$ cat config.mk
export PLATFORM = sky130hd
export DESIGN_NAME = reg_bank_storage_flat
export DESIGN_NICKNAME = d
export VERILOG_FILES = /design/src/rtl/reg_bank_storage_if.sv /design/src/rtl/reg_bank_storage.sv /design/src/flat_wrapper.sv
export SDC_FILE = /design/constraint.sdc
export NUM_CORES = 1
export LEC_CHECK = 0
export CAP_MARGIN = 5
export CORE_ASPECT_RATIO = 1.75
export CORE_MARGIN = 2
export CORE_UTILIZATION = 40
export DETAILED_ROUTE_END_ITERATION = 10
export PLACE_DENSITY_LB_ADDON = 0.2
export REMOVE_ABC_BUFFERS = 1
export SKIP_CTS_REPAIR_TIMING = 1
export SYNTH_ARGS = -nofsm -noshare
export SYNTH_HDL_FRONTEND = slang
export SYNTH_SLANG_ARGS = --single-unit
$ cat constraint.sdc
create_clock -name clk -period 2.99 [get_ports clk]
set_input_delay 0.897 -clock clk [delete_from_list [all_inputs] [get_ports clk]]
set_output_delay 0.897 -clock clk [all_outputs]
set_load 0.005 [all_outputs]
$ cat src/rtl/reg_bank_storage_if.sv
// Write/clear request bus of the register-bank storage stage.
// The master issues writes and clear requests; the storage (slave) returns ack and clear status.
interface reg_bank_storage_if #(
    parameter int WIDTH = 32
);
    logic             wr_en;
    logic [3:0]       wr_addr;
    logic [WIDTH-1:0] wr_data;
    logic             clr_req;
    logic             wr_ack;
    logic             busy;
    logic             done;

    modport master (
        output wr_en,
        output wr_addr,
        output wr_data,
        output clr_req,
        input  wr_ack,
        input  busy,
        input  done
    );

    modport slave (
        input  wr_en,
        input  wr_addr,
        input  wr_data,
        input  clr_req,
        output wr_ack,
        output busy,
        output done
    );
endinterface

$ cat src/rtl/reg_bank_storage.sv
// 16 x WIDTH register storage feeding the bank's 16:1 read mux.
// One registered write port with a one-cycle ack, plus a sequenced one-register-per-cycle clear engine.
module reg_bank_storage #(
    parameter int               WIDTH     = 32,
    parameter logic [WIDTH-1:0] CLEAR_VAL = '0
) (
    input  logic               clk,
    input  logic               rst_n,
    reg_bank_storage_if.slave  bus,
    output logic [WIDTH-1:0]   q0,
    output logic [WIDTH-1:0]   q1,
    output logic [WIDTH-1:0]   q2,
    output logic [WIDTH-1:0]   q3,
    output logic [WIDTH-1:0]   q4,
    output logic [WIDTH-1:0]   q5,
    output logic [WIDTH-1:0]   q6,
    output logic [WIDTH-1:0]   q7,
    output logic [WIDTH-1:0]   q8,
    output logic [WIDTH-1:0]   q9,
    output logic [WIDTH-1:0]   q10,
    output logic [WIDTH-1:0]   q11,
    output logic [WIDTH-1:0]   q12,
    output logic [WIDTH-1:0]   q13,
    output logic [WIDTH-1:0]   q14,
    output logic [WIDTH-1:0]   q15
);

    typedef enum logic {
        IDLE  = 1'b0,
        CLEAR = 1'b1
    } state_t;

    state_t           state;
    state_t           next_state;
    logic [3:0]       count;
    logic [WIDTH-1:0] regs [16];
    logic             wr_accept;
    logic             clear_step;
    logic             clear_last;
    logic             ack_q;
    logic             done_q;

    always_ff @(posedge clk or negedge rst_n) begin
        if (!rst_n) begin
            state <= IDLE;
        end else begin
            state <= next_state;
        end
    end

    always_comb begin
        next_state = state;
        case (state)
            IDLE:    if (bus.clr_req) next_state = CLEAR;
            CLEAR:   if (count == 4'd15) next_state = IDLE;
            default: next_state = IDLE;
        endcase
    end

    // A clear request in IDLE takes priority and swallows any simultaneous write.
    always_comb begin
        wr_accept  = (state == IDLE) && !bus.clr_req && bus.wr_en;
        clear_step = (state == CLEAR);
        clear_last = (state == CLEAR) && (count == 4'd15);
        bus.busy   = (state == CLEAR);
        bus.wr_ack = ack_q;
        bus.done   = done_q;
    end

    // The counter sits at 0 in IDLE, so it is ready for register 0 on the first CLEAR cycle.
    always_ff @(posedge clk or negedge rst_n) begin
        if (!rst_n) begin
            count <= 4'd0;
        end else if (clear_step) begin
            count <= count + 4'd1;
        end else begin
            count <= 4'd0;
        end
    end

    always_ff @(posedge clk or negedge rst_n) begin
        if (!rst_n) begin
            ack_q  <= 1'b0;
            done_q <= 1'b0;
        end else begin
            ack_q  <= wr_accept;
            done_q <= clear_last;
        end
    end

    always_ff @(posedge clk or negedge rst_n) begin
        if (!rst_n) begin
            for (int i = 0; i < 16; i++) begin
                regs[i] <= CLEAR_VAL;
            end
        end else if (clear_step) begin
            regs[count] <= CLEAR_VAL;
        end else if (wr_accept) begin
            regs[bus.wr_addr] <= bus.wr_data;
        end
    end

    assign q0  = regs[0];
    assign q1  = regs[1];
    assign q2  = regs[2];
    assign q3  = regs[3];
    assign q4  = regs[4];
    assign q5  = regs[5];
    assign q6  = regs[6];
    assign q7  = regs[7];
    assign q8  = regs[8];
    assign q9  = regs[9];
    assign q10 = regs[10];
    assign q11 = regs[11];
    assign q12 = regs[12];
    assign q13 = regs[13];
    assign q14 = regs[14];
    assign q15 = regs[15];

endmodule
$ cat src/flat_wrapper.sv
// flat-port wrapper written by rule: the top's interface ports become plain ports
module reg_bank_storage_flat 
#(
    parameter int               WIDTH     = 32,
    parameter logic [WIDTH-1:0] CLEAR_VAL = '0
)
  (clk, rst_n, q0, q1, q2, q3, q4, q5, q6, q7, q8, q9, q10, q11, q12, q13, q14, q15, bus_wr_en, bus_wr_addr, bus_wr_data, bus_clr_req, bus_wr_ack, bus_busy, bus_done);
  reg_bank_storage_if #(.WIDTH(WIDTH)) bus_i ();
  input  logic clk;
  input  logic rst_n;
  output logic [WIDTH-1:0] q0;
  output logic [WIDTH-1:0] q1;
  output logic [WIDTH-1:0] q2;
  output logic [WIDTH-1:0] q3;
  output logic [WIDTH-1:0] q4;
  output logic [WIDTH-1:0] q5;
  output logic [WIDTH-1:0] q6;
  output logic [WIDTH-1:0] q7;
  output logic [WIDTH-1:0] q8;
  output logic [WIDTH-1:0] q9;
  output logic [WIDTH-1:0] q10;
  output logic [WIDTH-1:0] q11;
  output logic [WIDTH-1:0] q12;
  output logic [WIDTH-1:0] q13;
  output logic [WIDTH-1:0] q14;
  output logic [WIDTH-1:0] q15;
  input wire logic [$bits(bus_i.wr_en)-1:0] bus_wr_en;
  input wire logic [$bits(bus_i.wr_addr)-1:0] bus_wr_addr;
  input wire logic [$bits(bus_i.wr_data)-1:0] bus_wr_data;
  input wire logic [$bits(bus_i.clr_req)-1:0] bus_clr_req;
  output wire logic [$bits(bus_i.wr_ack)-1:0] bus_wr_ack;
  output wire logic [$bits(bus_i.busy)-1:0] bus_busy;
  output wire logic [$bits(bus_i.done)-1:0] bus_done;
  assign bus_i.wr_en = bus_wr_en;
  assign bus_i.wr_addr = bus_wr_addr;
  assign bus_i.wr_data = bus_wr_data;
  assign bus_i.clr_req = bus_clr_req;
  assign bus_wr_ack = bus_i.wr_ack;
  assign bus_busy = bus_i.busy;
  assign bus_done = bus_i.done;
  reg_bank_storage #(.WIDTH(WIDTH), .CLEAR_VAL(CLEAR_VAL)) u_core (.clk(clk), .rst_n(rst_n), .bus(bus_i), .q0(q0), .q1(q1), .q2(q2), .q3(q3), .q4(q4), .q5(q5), .q6(q6), .q7(q7), .q8(q8), .q9(q9), .q10(q10), .q11(q11), .q12(q12), .q13(q13), .q14(q14), .q15(q15));
endmodule
==> metrics.md <==
| Metric | Value |
|---|---|
| Status | finished, final reports clean |
| DRT Pass-1 Iters | 5 |
| Detailed placement HPWL | 51.7 mm |
| Worst hold path class | input pin to async pin |
| Clock Latency Late Sink | 0.56 ns |
| Number of port buffers | 554 |
| Leak Pwr | 13.9 nW |
| Cell Chain, Critical Path | clkdlybuf4s50_1 |
| Highest clock rate | 378 MHz |
| Total number of vias | 16000 |
| Fin nets | 2428 |
| Worst hold margin | 0.310 ns |
| CTS tree | built |
| Seq/Total Area, Yosys | 60.7% |
| CP peak stage delay | 0.60 ns |
| RSZ-0062 raised after global routing | false |
| CP Capture Type | output pin |
| VDD IR max | 452 uV |
| CP required | 2.09 ns |
| Worst Setup Path Type | register to output pin |
| Tot Pwr | 29.1 mW |
| Vias in the first global route | 16700 |
| Crit path max fanout | 8 |
| Clock buffer depth | 3 |
| Fillcell total | 4577 |
| Final Util | 55.7% |
| Post-route cell area | 29600 um^2 |
| Post-synth cell types | 34 |
| Die Span X | 179 um |
| Global-route wire length before repair | 109 mm |
| Warnings from Yosys | 0 |
| H-tree levels | 2 |
| DRC errors left | 0 |
| Rel. slew slack | 35.0% |
| Core ar. | 53100 um^2 |
| Most frequent cells in the layout | 553 x clkdlybuf4s50_1, 519 x dfrtp_1, 513 x nand2_1 |
| Post-Synthesis Cells | 1857 |
| Proportion of layout cells with a drive suffix above 1 | 7.16% |
| Total gr overflow | 0 |
| Critical Path Start Type | register |
| Synth area leaders | dfrtp_1 61%, mux2i_1 21%, nand2_1 9.1% |
| Area Overhead vs Synth | 38.3% |
| Final ANT Viol Nets | 0 |
| GRT Util Overall | 26.5% |
| CTS Buf Count | 48 |
| Sink Count | 519 |
| Syn_area_per_cell | 11.5 um^2 |
| Worst R2R Setup Slack | 0.62 ns |
| Worst Skew | 0.00988 ns |
| Tmin final | 2.65 ns |
| Crit path DAT | 1.75 ns |
| Largest net degree at the start of global routing | 77 |
| Yosys reg bits | 519 |
| Hold violation count in the final report | 0 |
| Initial antenna violation count | 2 |
| WL per Instance | 23.7 um |
| Final TNS setup | 0 ns |
| Placed cell areas | 28000 um^2 |
| Tightest Pin Transition | 0.976 ns |
| Synth area leader | dfrtp_1 |
| CP bufs+invs | 1 |
| Top delay family on crit path | flip-flops |
| Setup violators final | 0 |
| Routed WL | 73.6 mm |
| Slowest CP cell | dfrtp_1 |
| GPL Wtd Cong | 0.833 |
| Worst-path clk slew | 0.06 ns |
| IO Count | 555 |
| Die height | 310 um |
| FP Rows | 112 |
| Mapped Area | 21400 um^2 |
| Most common cell after layout, fill and taps aside | clkdlybuf4s50_1 |
| Die area | 55400 um^2 |
| 1st-iter DRT viols | 807 |
| Clock Root Buffer | clkbuf_16 |
| Initial Util | 40.3% |
| MaxCap Viol Count | 0 |
| Power density over the cells | 984 nW/um^2 |
| Final Slew Violations | 0 |
| Vias/cell | 5.17 |
| Final Cycle Share | 88.5% |
| Synth top area share | 60.7% |
-- cells by family after synthesis --
| group | share of synthesized area (%) |
|---|---|
| DFF | 60.7 |
| xor gates and xnor gates | 0.0819 |
| buffers and inverters | 4.04 |
| muxes | 21.0 |
| AOI/OAI and AO/OA | 1.50 |
| and+or+nand+nor | 12.4 |
| adders and majority gates | 0.293 |
-- per-stage QoR --
| stage | cells | setup WS [ns] |
|---|---|---|
| floorplan | 1701 | -2.29 |
| global placement | 3017 | 0.153 |
| detailed placement | 3017 | 0.0796 |
| CTS | 3099 | 0.317 |
| global route | 3101 | 0.291 |
| finish | 3101 | 0.343 |
-- cell type report --
cell class / count / area [um^2] / area share, %
sequential: 519 / 13000 / 43.9
multi-input combinational: 1148 / 7620 / 25.8
timing repair buffer: 632 / 6440 / 21.8
clock buffer: 71 / 1430 / 4.83
tap: 684 / 856 / 2.89
inverter: 34 / 128 / 0.432
clock inverter: 11 / 109 / 0.368
antenna: 2 / 5.00 / 0.0169
-- metal layers --
layer	global-route usage, %	vias up	share of wire [%]
met3	5.53	155	6.4
met2	45.8	599	51
met4	12.1	0	4.9
li1	-	7161	-
met1	31.4	8126	38
met5	0	-	0
-- where the power goes --
part,internal (mW),switching (mW)
sequential,9.94,1.87
combinational,6.39,4.75
clock,3.46,2.67
-- Yosys cell counts (all sizes together) --
library cell  number
nand3b             2
buf               50
xor2               1
o21ai             64
and4bb             1
nand3             68
nor4               1
nor4b              1
nand2            517
xnor2              1
mux2i            448
nor2               9
or4b               1
nor2b              1
nand4b             8
dfrtp            519
and4               1
inv               34
nor3               3
clkbuf           106
nor3b              2
ha                 5
and2               5
nand4              4
nand4bb            5
-- path summary, 6_finish.rpt --
kind,startpoint,to,depth (start not counted)
max,u_core.bus.busy,bus_busy,1
min,rst_n,u_core.q11[4],1
max reg2reg,u_core.count[1],u_core.q1[26],6
min reg2reg,u_core.q0[3],u_core.q0[3],2
max in group asynchronous,rst_n,u_core.q12[24],2
min in group clk,u_core.q0[3],u_core.q0[3],2
Note: power is estimated with default switching activity, not from simulation.
